**config.mk**
```make
export PLATFORM = sky130hd
export DESIGN_NAME = bcd_field_editor
export DESIGN_NICKNAME = d
export VERILOG_FILES = /design/src/rtl/bcd_edit_pkg.sv /design/src/rtl/bcd_field_editor_stepper.sv /design/src/rtl/bcd_field_editor.sv
export SDC_FILE = /design/constraint.sdc
export NUM_CORES = 1
export LEC_CHECK = 0
export BUFFER_PORTS_ARGS = -buffer_cell sky130_fd_sc_hd__clkbuf_2
export CORE_MARGIN = 2
export CORE_UTILIZATION = 53
export CTS_BUF_LIST = sky130_fd_sc_hd__clkbuf_8
export CTS_CLUSTER_DIAMETER = 30
export DETAILED_ROUTE_END_ITERATION = 7
export GPL_TIMING_DRIVEN = 0
export PLACE_DENSITY_LB_ADDON = 0.08
export SLEW_MARGIN = 20
export SYNTH_ARGS = -nofsm -noshare
export SYNTH_HDL_FRONTEND = slang
export SYNTH_HIERARCHICAL = 1
export SYNTH_SLANG_ARGS = --single-unit
```
**constraint.sdc**
```tcl
create_clock -name clk_i -period 5.7 [get_ports clk_i]
set_input_delay 0.285 -clock clk_i [delete_from_list [all_inputs] [get_ports clk_i]]
set_output_delay 0.285 -clock clk_i [all_outputs]
set_load 0.02 [all_outputs]
```
**src/rtl/bcd_edit_pkg.sv**
```systemverilog
// bcd_edit_pkg
// Shared definitions for the BCD field editor:
//   - field select codes
//   - editor FSM state encoding
//   - field_min / field_max: 2-digit BCD limits for each field code
//     (idle codes return 00..00)
package bcd_edit_pkg;

    localparam logic [3:0] FLD_IDLE  = 4'd0;
    localparam logic [3:0] FLD_SEC   = 4'd1;
    localparam logic [3:0] FLD_MIN   = 4'd2;
    localparam logic [3:0] FLD_HOUR  = 4'd3;
    localparam logic [3:0] FLD_DATE  = 4'd4;
    localparam logic [3:0] FLD_MONTH = 4'd5;
    localparam logic [3:0] FLD_YEAR  = 4'd6;
    localparam logic [3:0] FLD_T_HR  = 4'd7;
    localparam logic [3:0] FLD_T_MIN = 4'd8;
    localparam logic [3:0] FLD_T_SEC = 4'd9;

    typedef enum logic [1:0] {
        ST_IDLE   = 2'd0,
        ST_HOLD   = 2'd1,
        ST_REPEAT = 2'd2
    } state_t;

    function automatic logic field_active(input logic [3:0] fld);
        return (fld >= FLD_SEC) && (fld <= FLD_T_SEC);
    endfunction

    function automatic logic [7:0] field_min(input logic [3:0] fld);
        logic [7:0] v;
        v = 8'h00;
        if (fld == FLD_DATE || fld == FLD_MONTH) begin
            v = 8'h01;
        end
        return v;
    endfunction

    function automatic logic [7:0] field_max(input logic [3:0] fld);
        logic [7:0] v;
        case (fld)
            FLD_SEC, FLD_MIN, FLD_T_MIN, FLD_T_SEC: v = 8'h59;
            FLD_HOUR, FLD_T_HR:                     v = 8'h23;
            FLD_DATE:                               v = 8'h31;
            FLD_MONTH:                              v = 8'h12;
            FLD_YEAR:                               v = 8'h99;
            default:                                v = 8'h00;
        endcase
        return v;
    endfunction

endpackage

```
**src/rtl/bcd_field_editor_stepper.sv**
```systemverilog
// bcd_stepper
// Combinational single BCD step with wrap inside [min_i, max_i].
//   value_i    current BCD value (assumed valid and in range)
//   dir_i      1 = increment, 0 = decrement
//   min_i      lower limit, max_i upper limit
//   next_o     stepped value (wraps max->min on inc, min->max on dec)
//   at_limit_o value already sits at the limit in the step direction
module bcd_stepper #(
    parameter int NUM_DIGITS = 2
) (
    input  logic [4*NUM_DIGITS-1:0] value_i,
    input  logic                    dir_i,
    input  logic [4*NUM_DIGITS-1:0] min_i,
    input  logic [4*NUM_DIGITS-1:0] max_i,
    output logic [4*NUM_DIGITS-1:0] next_o,
    output logic                    at_limit_o
);
    import bcd_edit_pkg::*;

    logic [4*NUM_DIGITS-1:0] w_inc;
    logic [4*NUM_DIGITS-1:0] w_dec;
    logic                    w_carry;
    logic                    w_borrow;
    logic                    w_at_max;
    logic                    w_at_min;

    // Digit-serial ripple: a digit only moves while a carry/borrow is pending.
    always_comb begin
        w_inc   = value_i;
        w_carry = 1'b1;
        for (int i = 0; i < NUM_DIGITS; i++) begin
            if (w_carry) begin
                if (value_i[4*i +: 4] >= 4'd9) begin
                    w_inc[4*i +: 4] = 4'd0;
                end else begin
                    w_inc[4*i +: 4] = value_i[4*i +: 4] + 4'd1;
                    w_carry         = 1'b0;
                end
            end
        end
    end

    always_comb begin
        w_dec    = value_i;
        w_borrow = 1'b1;
        for (int i = 0; i < NUM_DIGITS; i++) begin
            if (w_borrow) begin
                if (value_i[4*i +: 4] == 4'd0) begin
                    w_dec[4*i +: 4] = 4'd9;
                end else begin
                    w_dec[4*i +: 4] = value_i[4*i +: 4] - 4'd1;
                    w_borrow        = 1'b0;
                end
            end
        end
    end

    assign w_at_max   = (value_i == max_i);
    assign w_at_min   = (value_i == min_i);
    assign at_limit_o = dir_i ? w_at_max : w_at_min;
    assign next_o     = dir_i ? (w_at_max ? min_i : w_inc)
                              : (w_at_min ? max_i : w_dec);

endmodule

```
**src/rtl/bcd_field_editor.sv**
```systemverilog
// bcd_field_editor
// BCD value editor for the RTC/timer setting path. A field is selected,
// then stepped with up/down buttons; a held button auto-repeats after a
// hold delay. Values wrap within per-field limits.
// Optional build macro: BCD_EDIT_SATURATE_EN -- inc at max / dec at min
// become no-ops (no step pulse) instead of wrapping.
// Ports:
//   clk_i       system clock
//   rst_i       synchronous active-high reset
//   field_i     field select (0, 10..15 idle)
//   load_i      one-cycle pulse, capture load_val_i
//   load_val_i  BCD preload value from RTC
//   inc_i/dec_i button levels (both high = released)
//   value_o     edited BCD value
//   dirty_o     stepped since last load / field change
//   step_o      one-cycle pulse per applied step
//
// state   | meaning
// IDLE    | no button held; a press steps immediately
// HOLD    | button held, counting HOLD_TICKS ticks before auto-repeat
// REPEAT  | button held, one step per tick
module bcd_field_editor
    import bcd_edit_pkg::*;
#(
    parameter int CLK_DIV    = 10000000,
    parameter int HOLD_TICKS = 3,
    parameter int NUM_DIGITS = 2
) (
    input  logic                    clk_i,
    input  logic                    rst_i,
    input  logic [3:0]              field_i,
    input  logic                    load_i,
    input  logic [4*NUM_DIGITS-1:0] load_val_i,
    input  logic                    inc_i,
    input  logic                    dec_i,
    output logic [4*NUM_DIGITS-1:0] value_o,
    output logic                    dirty_o,
    output logic                    step_o
);
    localparam int W  = 4 * NUM_DIGITS;
    localparam int PW = (CLK_DIV > 1) ? $clog2(CLK_DIV) : 1;
    localparam int HW = (HOLD_TICKS > 1) ? $clog2(HOLD_TICKS + 1) : 1;
    localparam logic [PW-1:0] PRESC_LAST = PW'(CLK_DIV - 1);
    localparam logic [HW-1:0] HOLD_LAST  = HW'(HOLD_TICKS - 1);

    state_t          r_state;
    logic [PW-1:0]   r_presc;
    logic [HW-1:0]   r_hold;
    logic [W-1:0]    r_value;
    logic            r_dirty;
    logic            r_step;
    logic            r_dir;
    logic [3:0]      r_field_prev;
    logic            r_wait_rel;

    state_t          w_state_nxt;
    logic [PW-1:0]   w_presc_nxt;
    logic [HW-1:0]   w_hold_nxt;
    logic [W-1:0]    w_value_nxt;
    logic            w_dirty_nxt;
    logic            w_step_nxt;
    logic            w_dir_nxt;
    logic            w_wait_rel_nxt;

    logic [W-1:0]    w_min;
    logic [W-1:0]    w_max;
    logic [W-1:0]    w_step_val;
    logic            w_at_limit;
    logic            w_press;
    logic            w_tick;
    logic            w_field_chg;
    logic            w_field_act;
    logic            w_digits_ok;
    logic            w_load_ok;
    logic            w_step_req;
    logic            w_step_block;

    assign w_min       = W'(field_min(field_i));
    assign w_max       = W'(field_max(field_i));
    assign w_press     = inc_i ^ dec_i;
    assign w_tick      = (r_presc == PRESC_LAST);
    assign w_field_chg = (field_i != r_field_prev);
    assign w_field_act = field_active(field_i);

    always_comb begin
        w_digits_ok = 1'b1;
        for (int i = 0; i < NUM_DIGITS; i++) begin
            if (load_val_i[4*i +: 4] > 4'd9) begin
                w_digits_ok = 1'b0;
            end
        end
    end

    assign w_load_ok = w_digits_ok && (load_val_i >= w_min) && (load_val_i <= w_max);

    bcd_stepper #(
        .NUM_DIGITS (NUM_DIGITS)
    ) u_stepper (
        .value_i    (r_value),
        .dir_i      (inc_i),
        .min_i      (w_min),
        .max_i      (w_max),
        .next_o     (w_step_val),
        .at_limit_o (w_at_limit)
    );

`ifdef BCD_EDIT_SATURATE_EN
    assign w_step_block = w_at_limit;
`else
    assign w_step_block = 1'b0;
`endif

    always_ff @(posedge clk_i) begin
        if (rst_i) begin
            r_state      <= ST_IDLE;
            r_presc      <= '0;
            r_hold       <= '0;
            r_value      <= '0;
            r_dirty      <= 1'b0;
            r_step       <= 1'b0;
            r_dir        <= 1'b0;
            r_field_prev <= 4'd0;
            r_wait_rel   <= 1'b0;
        end else begin
            r_state      <= w_state_nxt;
            r_presc      <= w_presc_nxt;
            r_hold       <= w_hold_nxt;
            r_value      <= w_value_nxt;
            r_dirty      <= w_dirty_nxt;
            r_step       <= w_step_nxt;
            r_dir        <= w_dir_nxt;
            r_field_prev <= field_i;
            r_wait_rel   <= w_wait_rel_nxt;
        end
    end

    always_comb begin
        w_state_nxt    = r_state;
        w_presc_nxt    = r_presc;
        w_hold_nxt     = r_hold;
        w_value_nxt    = r_value;
        w_dirty_nxt    = r_dirty;
        w_step_nxt     = 1'b0;
        w_dir_nxt      = r_dir;
        // A button still held across a field change must be released before
        // it can start a new edit in the new field.
        w_wait_rel_nxt = r_wait_rel & w_press;
        w_step_req     = 1'b0;

        if (w_field_chg) begin
            w_value_nxt    = w_min;
            w_dirty_nxt    = 1'b0;
            w_state_nxt    = ST_IDLE;
            w_presc_nxt    = '0;
            w_hold_nxt     = '0;
            w_wait_rel_nxt = w_press;
        end else if (!w_field_act) begin
            w_value_nxt = '0;
            w_dirty_nxt = 1'b0;
            w_state_nxt = ST_IDLE;
            w_presc_nxt = '0;
            w_hold_nxt  = '0;
        end else if (load_i) begin
            w_value_nxt = w_load_ok ? load_val_i : w_min;
            w_dirty_nxt = 1'b0;
        end else begin
            case (r_state)
                ST_IDLE: begin
                    w_presc_nxt = '0;
                    w_hold_nxt  = '0;
                    if (w_press && !r_wait_rel) begin
                        w_step_req  = 1'b1;
                        w_dir_nxt   = inc_i;
                        w_state_nxt = ST_HOLD;
                    end
                end
                ST_HOLD: begin
                    // A direction flip is treated as a release; IDLE then
                    // sees the new press on the following edge.
                    if (!w_press || (inc_i != r_dir)) begin
                        w_state_nxt = ST_IDLE;
                    end else begin
                        w_presc_nxt = w_tick ? '0 : r_presc + 1'b1;
                        if (w_tick) begin
                            if (r_hold == HOLD_LAST) begin
                                w_step_req  = 1'b1;
                                w_hold_nxt  = '0;
                                w_state_nxt = ST_REPEAT;
                            end else begin
                                w_hold_nxt = r_hold + 1'b1;
                            end
                        end
                    end
                end
                ST_REPEAT: begin
                    if (!w_press || (inc_i != r_dir)) begin
                        w_state_nxt = ST_IDLE;
                    end else begin
                        w_presc_nxt = w_tick ? '0 : r_presc + 1'b1;
                        w_step_req  = w_tick;
                    end
                end
                default: begin
                    w_state_nxt = ST_IDLE;
                end
            endcase

            if (w_step_req && !w_step_block) begin
                w_value_nxt = w_step_val;
                w_dirty_nxt = 1'b1;
                w_step_nxt  = 1'b1;
            end
        end
    end

    assign value_o = r_value;
    assign dirty_o = r_dirty;
    assign step_o  = r_step;

endmodule

```
==> reports/results.md, run 1 <==
| Step | Metric | Value |
| --- | --- | --- |
| clock tree | Number of buffers added for setup after CTS | 0 |
| layout | Share of cells above drive strength 1 | 0.118 |
| clock tree | Hold-fix buffer count after cts | 0 |
| placement | Post-detailed-placement cell area | 3740 um2 |
| setup path | Worst r2r path cells | 12 |
| setup path | Largest fanout on the critical path | 8 |
| yosys | Synthesis warning total | 6 |
| setup path | Worst R2R Start | value_o[0] |
| worst hold path | Type of the tightest min-delay check | in -> reg |
| layout | Final Util | 0.608 |
| global routing | Remaining global-route overflow | 0 |
| pwr | Pwr dens | 173 nW/um2 |
| job | Max-cap violations | 0 |
| sta | F_max | 329 MHz |
| placement | Placed Cells incl. Taps | 542 |
| setup path | Buffers and inverters on the worst path | 5 |
| clock tree | Number of H-tree levels | 2 |
| route | ANT nets after route | 0 |
| die | Height of the die | 84.9 um |
| layout | Number of cells in the finished layout apart from fillers | 550 |
| clock tree | Maximum buffer depth of the clock tree | 2 |
| global routing | Number of global-route vias before repair | 2867 |
| worst hold path | Hold path startpoint | rst_i |
| clock tree | CTS tree | done |
| clock tree | Number of resized instances in the post-cts repair step | 0 |
| pwr | Power, Total | 0.000669 W |
| setup path | Register-to-Register Setup Slack | 2950 ps |
| outcome | Status | finished, final reports clean |
| worst hold path | Endpoint of the worst hold-timing path | r_field_prev[3] |
| global routing | Global Route Usage Sum | 0.225 |
| yosys | Count of mapped cells out of synthesis | 425 |
| placement | Half-perimeter wire length after detailed placement | 6060 um |
| setup path | Reg2Reg Capture Point | value_o[0] |
| yosys | Post-synthesis instance area | 3470 um2 |
| global routing | Maximum number of pins on one net before global-route repair | 16 |
| setup path | Most repeated library cell on the critical path | sky130_fd_sc_hd__inv_1 |
| sta | Finish-stage setup viols | 0 |
| layout | Final design area excluding fillers | 3860 um2 |
| clock tree | Cell chosen for the clock root | sky130_fd_sc_hd__clkbuf_8 |
| die | Die Outline Area | 7200 um2 |
| worst hold path | Cell depth of the worst min-delay path | 2 |
| clock tree | TritonCTS sink count | 44 |
| setup path | Cell family with most CP delay | compound AO/OA/AOI/OAI gates |
| sta | Final critical-path required period | 3040 ps |
| die | Total number of placement rows | 29 |
| setup path | Kind of end point of the critical path | flop |
| sta | Hold violation total from the final report | 0 |
| route | Via count | 3099 |
| global routing | Initial antenna violation count | 0 |
| pwr | Switching power as a share of total power | 0.275 |
| setup path | Required time reported for the critical path endpoint | 5910 ps |
| setup path | Slowest cell delay on critical path | 460 ps |
| route | Wirelength per Cell | 14.2 um |
| placement | Placer congestion estimate | 0.842 |
| sta | Slew @ Worst Pin | 825 ps |
| clock tree | CTS buffer count | 5 |
| sta | Final-report max-slew violation count | 0 |
| route | Post-detailed-route DRC marker count | 0 |
| setup path | Type of element launching the critical path | input pin |
| sta | Setup clock skew after layout | 5.70 ps |
| pwr | Internal portion of total power | 0.000485 W |
| global routing | First-pass GRT wire length | 13300 um |
| layout | Net count of the finished layout | 514 |
| sta | Part of the cycle the worst path needs | 0.534 |
| placement | Port bufs | 25 |
| layout | Antenna Diode Count | 0 |
| route | Detailed Route Iter0 Violations | 122 |
| die | Starting density of the core | 0.546 |
| pwr | Leakage power total | 1.62 nW |
| sta | Total Negative Setup Slacks | 0 ps |
| pwr | Net switching power figure | 0.000184 W |
| die | Die Span X | 84.9 um |
| layout | Filler Cells Inserted | 588 |
| sta | Relative max-transition margin | 0.446 |
| die | Boundary Pins | 27 |
| pwr | Fraction of power consumed by the clock network | 0.374 |
| setup path | Worst endpoint data arrival time | 3250 ps |
| setup path | Slowest stage cell, crit path | sky130_fd_sc_hd__nor3_2 |
| clock tree | Clk Latency, worst-skew pair | 300 ps |
| pwr | Share of power burned in registers | 0.467 |
| clock tree | Clock slew at reported path FFs | 90 ps |
| pwr | Largest voltage drop on the vdd net | 0.153 mV |
| route | DR vias/cell | 5.63 |
| route | Total Routed Length | 7810 um |
| die | Area of the core | 6350 um2 |
| setup path | Critical path type | in -> reg |
| sta | Unrepaired setup endpoints after global routing | no |
| route | Router iterations before antenna repair | 5 |
| layout | Syn-to-layout area delta | 11.3% |
| pwr | Combinational fraction of design power | 0.159 |
| yosys | Post-Syn Area per Cell | 8.16 um2 |
| setup path | Chain of cells forming the critical path | clkbuf_2, inv_1, ha_1, nor2_1, a211o_1, inv_1, nor2_1, inv_1, xnor2_1, nand4_1, nor3_2, nand2_1, o221ai_1, inv_1, o41ai_1, mux2i_1, o32ai_1 |
-- flip-flops by register name, indices dropped and copies added, names as in the netlist --
signal and cells:
r_state 2, r_dir 1, r_wait_rel 1, value_o 8, step_o 1, r_hold 2, r_field_prev 4, r_presc 24
dirty_o 1
-- power by group through the flow --
| stage | Sequential (W) | Clock [W] | Combinational, W |
|---|---|---|---|
| 2_1_floorplan | 0.000321 | 0 | 0.0000758 |
| 3_3_place_gp | 0.000320 | 0 | 0.000103 |
| 3_5_place_dp | 0.000320 | 0 | 0.000105 |
| 4_1_cts | 0.000313 | 0.000258 | 0.000106 |
| 5_1_grt | 0.000314 | 0.000269 | 0.000119 |
| 6_report | 0.000313 | 0.000250 | 0.000106 |
-- worst reg2reg max path, delay by kind of cell, from the launching register on --
family | cells | cell delay [ps]
AO/OA/AOI/OAI | 6 | 1480
flip-flops | 1 | 380
buffers and inverters | 3 | 300
adder cells (fa/ha/maj) | 1 | 250
AND/OR/NAND/NOR | 1 | 120
multiplexers | 1 | 120
-- metal layers --
| layer | global-route usage | vias up | part of all wire |
|---|---|---|---|
| met4 | 0.0606 | 0 | 0.012 |
| met2 | 0.346 | 72 | 0.43 |
| met5 | 0 | - | 0 |
| met3 | 0.0409 | 10 | 0.048 |
| li1 | - | 1588 | - |
| met1 | 0.327 | 1429 | 0.51 |
-- layout make-up --
type / count / area, um2 / area share
multi-input combinational: 355 / 2460 / 0.636
clock buffer: 5 / 68.8 / 0.0178
clock inverter: 3 / 46.3 / 0.0120
inverter: 25 / 93.8 / 0.0243
sequential: 44 / 881 / 0.228
tap: 77 / 96.3 / 0.0250
timing repair buffer: 25 / 125 / 0.0324
buffer: 16 / 92.6 / 0.0240
-- per-stage QoR --
step | worst slack, ps | hold WS (ps)
5_1_grt | 2400 | 257
4_1_cts | 2670 | 232
6_report | 2660 | 244
2_1_floorplan | 3060 | 357
3_5_place_dp | 2370 | 448
3_3_place_gp | 2430 | 437
-- worst max-delay path by stage --
stage / startpoint / endpoint / cells after the start
2_1_floorplan: field_i[0] / value_o[0] / 16
3_3_place_gp: field_i[1] / value_o[0] / 17
3_5_place_dp: field_i[1] / value_o[0] / 17
4_1_cts: field_i[1] / value_o[0] / 17
5_1_grt: field_i[1] / value_o[0] / 17
6_report: field_i[1] / value_o[0] / 17
-- cells in the final DEF (no fill, tap or decap), drive strengths merged, types with 3 or more instances in the layout --
cell    count
nor4b       6
o221ai      8
nand4       9
nor2       44
nand2      42
nand3      12
o21ai      11
nor2b      14
conb       16
a31oi       3
and4        3
a221oi      7
inv        26
ha         25
and3        7
a21o        4
nor3       13
nand2b      9
nand4b      5
and2        3
a21oi      10
buf         9
nor4        6
o31ai       4
nand3b      5
dfxtp      44
mux2i      16
clkbuf     37
xor2       23
xnor2      22
No activity file was read; power rests on OpenSTA's default activity.
==> run 2, diff against run 1 <==
==> constraint.sdc (replaced) <==
create_clock -name clk_i -period 3.1 [get_ports clk_i]
set_input_delay 0.155 -clock clk_i [delete_from_list [all_inputs] [get_ports clk_i]]
set_output_delay 0.155 -clock clk_i [all_outputs]
set_load 0.02 [all_outputs]
==> run 2 against run 1 <==
Against the previous run:
- cell count is 0.36% higher
- register-to-register slack worse by 2600 ps
- sequential power is 84% higher
- power is 84% higher
- setup slack worse by 2400 ps
- critical path type unchanged
==> reports/results.md, run 2 (same netlist as run 1, synthesis figures left out) <==
| Step | Metric | Value |
| --- | --- | --- |
| placement | Placer congestion estimate | 0.842 |
| setup path | Most repeated library cell on the critical path | sky130_fd_sc_hd__mux2i_1 |
| setup path | Chain of cells forming the critical path | clkbuf_2, clkbuf_1, nand2b_1, nor2_1, xor2_1, nor4_2, nand2_2, mux2i_1, o221ai_1, inv_1, o41ai_1, mux2i_1, o32ai_1 |
| setup path | Slowest stage cell, crit path | sky130_fd_sc_hd__nor2_1 |
| die | Area of the core | 6350 um2 |
| route | Wirelength per Cell | 14.3 um |
| layout | Sequential cell area | 881 um2 |
| route | Post-detailed-route DRC marker count | 0 |
| die | Boundary Pins | 27 |
| route | ANT nets after route | 0 |
| sta | Unrepaired setup endpoints after global routing | no |
| job | Max-cap violations | 0 |
| route | Total Routed Length | 7900 um |
| route | DR vias/cell | 5.63 |
| layout | Final design area excluding fillers | 3880 um2 |
| sta | Slew @ Worst Pin | 834 ps |
| worst hold path | Type of the tightest min-delay check | in -> reg |
| die | Height of the die | 84.9 um |
| sta | F_max | 350 MHz |
| clock tree | Clk Latency, worst-skew pair | 300 ps |
| placement | Port bufs | 25 |
| sta | Final critical-path required period | 2850 ps |
| setup path | Required time reported for the critical path endpoint | 3310 ps |
| setup path | Slowest cell delay on critical path | 430 ps |
| clock tree | CTS tree | done |
| setup path | Buffers and inverters on the worst path | 3 |
| setup path | Cell family with most CP delay | simple AND/OR/NAND/NOR gates |
| setup path | Largest fanout on the critical path | 10 |
| sta | Relative max-transition margin | 0.439 |
| setup path | Kind of end point of the critical path | flop |
| global routing | First-pass GRT wire length | 13300 um |
| setup path | Type of element launching the critical path | input pin |
| placement | Post-detailed-placement cell area | 3740 um2 |
| layout | Filler Cells Inserted | 584 |
| layout | Max FFs per register | 24 |
| pwr | Largest voltage drop on the vdd net | 0.281 mV |
| route | Router iterations before antenna repair | 4 |
| setup path | Worst endpoint data arrival time | 3060 ps |
| layout | Syn-to-layout area delta | 11.9% |
| placement | Half-perimeter wire length after detailed placement | 6060 um |
| global routing | Maximum number of pins on one net before global-route repair | 16 |
| pwr | Pwr dens | 318 nW/um2 |
| clock tree | Clock slew at reported path FFs | 90 ps |
| sta | Hold violation total from the final report | 0 |
| global routing | Initial antenna violation count | 0 |
| setup path | Critical path type | in -> reg |
| pwr | Power, Total | 0.00123 W |
| sta | Final-report max-slew violation count | 0 |
| clock tree | TritonCTS sink count | 44 |
| layout | Net count of the finished layout | 516 |
| sta | Worst hold margin | 112 ps |
| clock tree | Number of H-tree levels | 2 |
| outcome | Status | finished, final reports clean |
| layout | Register with the highest flop count | r_presc |
| sta | Finish-stage setup viols | 0 |
| layout | Share of cells above drive strength 1 | 0.122 |
| clock tree | CTS buffer count | 5 |
| sta | Total Negative Setup Slacks | 0 ps |
| layout | Total area of multi-input combinational cells | 2460 um2 |
| clock tree | Cell chosen for the clock root | sky130_fd_sc_hd__clkbuf_8 |
| die | Die Outline Area | 7200 um2 |
| sta | Setup clock skew after layout | 7.11 ps |
| global routing | Remaining global-route overflow | 0 |
| layout | Antenna Diode Count | 0 |
| die | Die Span X | 84.9 um |
| clock tree | Maximum buffer depth of the clock tree | 2 |
| global routing | Number of global-route vias before repair | 2867 |
| layout | Final Util | 0.611 |
| sta | Part of the cycle the worst path needs | 0.921 |
| layout | Commonest cells after routing, fill and taps aside | sky130_fd_sc_hd__nor2_1, sky130_fd_sc_hd__dfxtp_1, sky130_fd_sc_hd__nand2_1 |
| die | Starting density of the core | 0.546 |
| route | Via count | 3106 |
| pwr | Leakage power total | 1.63 nW |
| route | Detailed Route Iter0 Violations | 116 |
| global routing | Global Route Usage Sum | 0.225 |
| die | Total number of placement rows | 29 |
## run 2: changes by cell type in the layout (fill, tap and decap cells not counted), sizes merged
cell / before / now
buf: 9 / 11
## run 2: metal layers
layer  vias to the layer above  share of wire  GRT usage
met3                         7          0.044     0.0409
met1                      1441           0.50      0.327
met4                         0          0.010     0.0606
met5                         -              0          0
li1                       1590              -          -
met2                        68           0.44      0.346
## run 2: power breakdown
| group | leakage (nW) | switching (W) | internal [W] |
|---|---|---|---|
| logic | 1.22 | 0.000118 | 0.0000803 |
| registers | 0.356 | 0.00000473 | 0.000571 |
| clock network | 0.0548 | 0.000217 | 0.000243 |
| total | 1.63 | 0.000340 | 0.000894 |
## run 2: final timing paths
kind	from	endpoint	slack, ps	depth (start not counted)
worst max-delay path	field_i[2]	value_o[0]	250	13
worst min-delay path	rst_i	r_field_prev[3]	110	2
worst max register to register	value_o[0]	value_o[0]	330	12
worst min register to register	dirty_o	dirty_o	460	2
## run 2: cell type report
cell class,count,area share
multi-input cells,355,0.634
flip-flops and latches,44,0.227
repair buffers,27,0.0361
well taps,77,0.0248
inverters,25,0.0242
plain buffers,16,0.0239
clock buffers,5,0.0177
clock inverters,3,0.0119
## run 2: what timing repair did
action                                  CTS  global route
hold buffers                              0             0
gates resized for setup                   0             1
hold endpoints to repair                  0             0
endpoints found under the setup margin    0             1
setup buffers                             0             2
## run 2: stage by stage
stage / std cells / worst slack, ps
floorplan: 440 / 593
global placement: 542 / -44.1
detailed placement: 542 / -100
CTS: 550 / 202
global route: 552 / 31.3
finish: 552 / 246
==> run 3, diff against run 2 <==
--- a/config.mk
+++ b/config.mk
@@ -6,7 +6,7 @@
 export NUM_CORES = 1
 export LEC_CHECK = 0
 export BUFFER_PORTS_ARGS = -buffer_cell sky130_fd_sc_hd__clkbuf_2
-export CORE_MARGIN = 2
+export CORE_MARGIN = 3
 export CORE_UTILIZATION = 53
 export CTS_BUF_LIST = sky130_fd_sc_hd__clkbuf_8
 export CTS_CLUSTER_DIAMETER = 30
@@ -16,5 +16,4 @@
 export SLEW_MARGIN = 20
 export SYNTH_ARGS = -nofsm -noshare
 export SYNTH_HDL_FRONTEND = slang
-export SYNTH_HIERARCHICAL = 1
 export SYNTH_SLANG_ARGS = --single-unit
==> run 3 against run 2 <==
Against the previous run:
- combinational power increased by 15%
- clock skew increased by 5.0 ps
- power decreased by 0.19%
- critical endpoint unchanged
- first-iteration DRC count increased by 92%
- cell count decreased by 2.5%
==> reports/results.md, run 3 <==
| Step | Metric | Value |
| --- | --- | --- |
| route | Total Routed Length | 8430 um |
| route | Router iterations before antenna repair | 5 |
| worst hold path | Endpoint of the worst hold-timing path | r_field_prev[3] |
| setup path | Required time reported for the critical path endpoint | 3240 ps |
| yosys | Post-synthesis instance area | 3390 um2 |
| layout | Commonest cells after routing, fill and taps aside | sky130_fd_sc_hd__nor2_1, sky130_fd_sc_hd__dfxtp_1, sky130_fd_sc_hd__nand2_1 |
| layout | Sequential cell area | 881 um2 |
| layout | Most common library cell in the layout ignoring fill and taps | sky130_fd_sc_hd__nor2_1 |
| die | Boundary Pins | 27 |
| sta | F_max | 353 MHz |
| yosys | Area leader, netlist | sky130_fd_sc_hd__dfxtp_1 |
| placement | Pre-CTS WS | -81.5 ps |
| pwr | Pwr dens | 330 nW/um2 |
| die | Die Span X | 86 um |
| setup path | Cell family with most CP delay | compound AO/OA/AOI/OAI gates |
| placement | Port bufs | 24 |
| pwr | Power, Total | 0.00123 W |
| layout | Final design area excluding fillers | 3730 um2 |
| die | Total number of placement rows | 28 |
| sta | Total Negative Setup Slacks | 0 ps |
| sta | Hold violation total from the final report | 0 |
| layout | Share of cells above drive strength 1 | 0.132 |
| die | Height of the die | 86 um |
| layout | Antenna Diode Count | 0 |
| setup path | Reg2Reg Capture Point | r_presc[12] |
| layout | Filler Cells Inserted | 569 |
| die | Die Outline Area | 7400 um2 |
| route | Post-detailed-route DRC marker count | 0 |
| clock tree | CTS buffer count | 5 |
| global routing | Global Route Usage Sum | 0.231 |
| sta | Final-report max-slew violation count | 0 |
| yosys | Mapped Nets | 473 |
| placement | Half-perimeter wire length after detailed placement | 6500 um |
| worst hold path | Hold path startpoint | field_i[3] |
| global routing | Remaining global-route overflow | 0 |
| layout | Total area of multi-input combinational cells | 2350 um2 |
| yosys | Post-synthesis sequential area ratio | 0.260 |
| layout | Net count of the finished layout | 504 |
| layout | Register with the highest flop count | r_presc |
| sta | Worst hold margin | 256 ps |
| setup path | Worst R2R Start | r_state[0] |
| pwr | Largest voltage drop on the vdd net | 0.250 mV |
| yosys | Most common cell in the netlist | sky130_fd_sc_hd__nor2_1 |
| yosys | Cell types with the highest counts after synthesis | sky130_fd_sc_hd__nor2_1, sky130_fd_sc_hd__dfxtp_1, sky130_fd_sc_hd__nand2_1 |
| setup path | Critical path type | in -> reg |
| layout | Max FFs per register | 24 |
| global routing | Maximum number of pins on one net before global-route repair | 14 |
| setup path | Buffers and inverters on the worst path | 2 |
| route | Detailed Route Iter0 Violations | 223 |
| yosys | Synthesis warning total | 0 |
| die | Area of the core | 6060 um2 |
| layout | Syn-to-layout area delta | 9.89% |
| placement | Placer congestion estimate | 0.885 |
| placement | Post-detailed-placement cell area | 3610 um2 |
| worst hold path | Type of the tightest min-delay check | in -> reg |
| sta | Slew @ Worst Pin | 687 ps |
| yosys | Register bit total from synthesis | 44 |
| clock tree | Clk Latency, worst-skew pair | 300 ps |
| yosys | Post-Syn Area per Cell | 7.87 um2 |
| setup path | Largest fanout on the critical path | 9 |
| setup path | Type of element launching the critical path | input pin |
| setup path | Slowest stage cell, crit path | sky130_fd_sc_hd__ha_1 |
| sta | Relative max-transition margin | 0.538 |
| setup path | Chain of cells forming the critical path | clkbuf_2, inv_1, ha_1, nor2_1, a211o_1, ha_1, nand4_1, a211oi_1, o22ai_2, and2_2, a311o_1, o211ai_1, a221oi_1 |
| yosys | Proportion of synthesized flip-flops having asynchronous set or reset | 0 |
| job | Max-cap violations | 0 |
| setup path | Worst r2r path cells | 9 |
| route | DR vias/cell | 6.00 |
| yosys | Most area-consuming cells after synthesis | sky130_fd_sc_hd__dfxtp_1, sky130_fd_sc_hd__ha_1, sky130_fd_sc_hd__nor2_1 |
| yosys | Count of mapped cells out of synthesis | 431 |
| route | Via count | 3230 |
| yosys | Main flop type after synthesis | sky130_fd_sc_hd__dfxtp_1 |
| setup path | Slowest cell delay on critical path | 390 ps |
| route | ANT nets after route | 0 |
| global routing | First-pass GRT wire length | 13900 um |
| sta | Final critical-path required period | 2830 ps |
| clock tree | Cell chosen for the clock root | sky130_fd_sc_hd__clkbuf_8 |
| global routing | Number of global-route vias before repair | 2921 |
| clock tree | TritonCTS sink count | 44 |
| clock tree | Number of buffers added for setup after CTS | 0 |
| sta | Finish-stage setup viols | 0 |
| clock tree | Number of H-tree levels | 2 |
| worst hold path | Cell depth of the worst min-delay path | 3 |
| route | Wirelength per Cell | 15.7 um |
| sta | Setup clock skew after layout | 12.1 ps |
| yosys | Area share of the leading cell type in the synthesized netlist | 0.260 |
| yosys | Post-synth EDFFs | 0 |
| clock tree | Clock slew at reported path FFs | 80 ps |
| die | Starting density of the core | 0.560 |
| pwr | Leakage power total | 1.44 nW |
| clock tree | CTS tree | done |
| global routing | Initial antenna violation count | 0 |
| yosys | Number of library cell types mapped by synthesis | 71 |
| setup path | Worst endpoint data arrival time | 2980 ps |
| setup path | Most repeated library cell on the critical path | sky130_fd_sc_hd__ha_1 |
| sta | Post-route setup slack | 268 ps |
| sta | Part of the cycle the worst path needs | 0.914 |
| setup path | Kind of end point of the critical path | flop |
| clock tree | Maximum buffer depth of the clock tree | 2 |
| outcome | Status | finished, final reports clean |
| setup path | Register-to-Register Setup Slack | 460 ps |
| sta | Unrepaired setup endpoints after global routing | no |
==> run 3: changes by cell type in the layout (fill, tap and decap cells not counted), moves of 4 or more <==
| cell | delta |
|---|---|
| sky130_fd_sc_hd__conb_1 | -16 |
| sky130_fd_sc_hd__mux2i_1 | -9 |
| sky130_fd_sc_hd__a211oi_1 | +6 |
| sky130_fd_sc_hd__and3_1 | -5 |
| sky130_fd_sc_hd__o221ai_1 | -8 |
| sky130_fd_sc_hd__xnor2_1 | -13 |
| sky130_fd_sc_hd__xor2_1 | -5 |
| sky130_fd_sc_hd__nand2_1 | -4 |
| sky130_fd_sc_hd__a21oi_1 | +7 |
| sky130_fd_sc_hd__nor2b_1 | -11 |
| sky130_fd_sc_hd__nor2_1 | +12 |
| sky130_fd_sc_hd__o21ai_0 | +14 |
==> run 3: worst max path at each step <==
stage | slack (ps) | cells past startpoint | to | startpoint
floorplan | 600 | 12 | value_o[0] | field_i[0]
global placement | -40 | 13 | value_o[0] | field_i[1]
detailed placement | -80 | 13 | value_o[0] | field_i[1]
CTS | 190 | 9 | r_presc[12] | r_state[0]
global route | 50 | 13 | value_o[0] | field_i[1]
finish | 270 | 13 | value_o[0] | field_i[1]
==> run 3: per-stage QoR <==
step,utilization,instances
2_1_floorplan,-,431
3_3_place_gp,0.595,530
3_5_place_dp,0.595,530
4_1_cts,0.613,538
5_1_grt,0.615,538
6_report,0.615,538
==> run 3: repair_timing <==
| item | 4_1_cts | 5_1_grt |
|---|---|---|
| gates resized for setup | 0 | 3 |
| setup endpoints to repair | 0 | 11 |
| hold buffers | 0 | 0 |
==> run 3: where the power goes <==
group,leakage (nW),switching [W],internal [W]
Sequential,0.356,0.00000411,0.000570
Clock,0.0593,0.000193,0.000236
Combinational,1.03,0.000141,0.0000868
==> run 3: area by class of cell <==
cell class                      instances  share of cell area
Clock buffer                            5              0.0185
Multi-Input combinational cell        345               0.632
Tap cell                               75              0.0252
Sequential cell                        44               0.236
Buffer                                 16              0.0195
Inverter                               26              0.0262
Clock inverter                          3              0.0104
Timing Repair Buffer                   24              0.0322
==> run 3: kinds of logic after synthesis <==
| family | Yosys count | synth area share |
|---|---|---|
| adders and majority gates | 25 | 0.0922 |
| DFF | 44 | 0.260 |
| xor gates and xnor gates | 27 | 0.0697 |
| buffers and inverters | 42 | 0.0502 |
| muxes | 9 | 0.0284 |
| AOI/OAI and AO/OA | 97 | 0.199 |
| and+or+nand+nor | 187 | 0.301 |
==> run 3: metal layers <==
metal | global-route usage | routed length, um | up-vias
met5 | 0 | 0 | -
met4 | 0.0460 | 30 | 0
met3 | 0.0490 | 512 | 2
met2 | 0.332 | 3660 | 93
met1 | 0.351 | 4220 | 1517
li1 | - | - | 1618
==> run 3: worst register-to-register path, cell delays in order, from the launching register on <==
cell	delay, ps
sky130_fd_sc_hd__dfxtp_1	390
sky130_fd_sc_hd__inv_1	90
sky130_fd_sc_hd__ha_1	280
sky130_fd_sc_hd__clkbuf_1	310
sky130_fd_sc_hd__nor2_1	130
sky130_fd_sc_hd__a311oi_2	550
sky130_fd_sc_hd__nand2_1	90
sky130_fd_sc_hd__nand2_1	350
sky130_fd_sc_hd__buf_2	290
sky130_fd_sc_hd__nor2_1	70
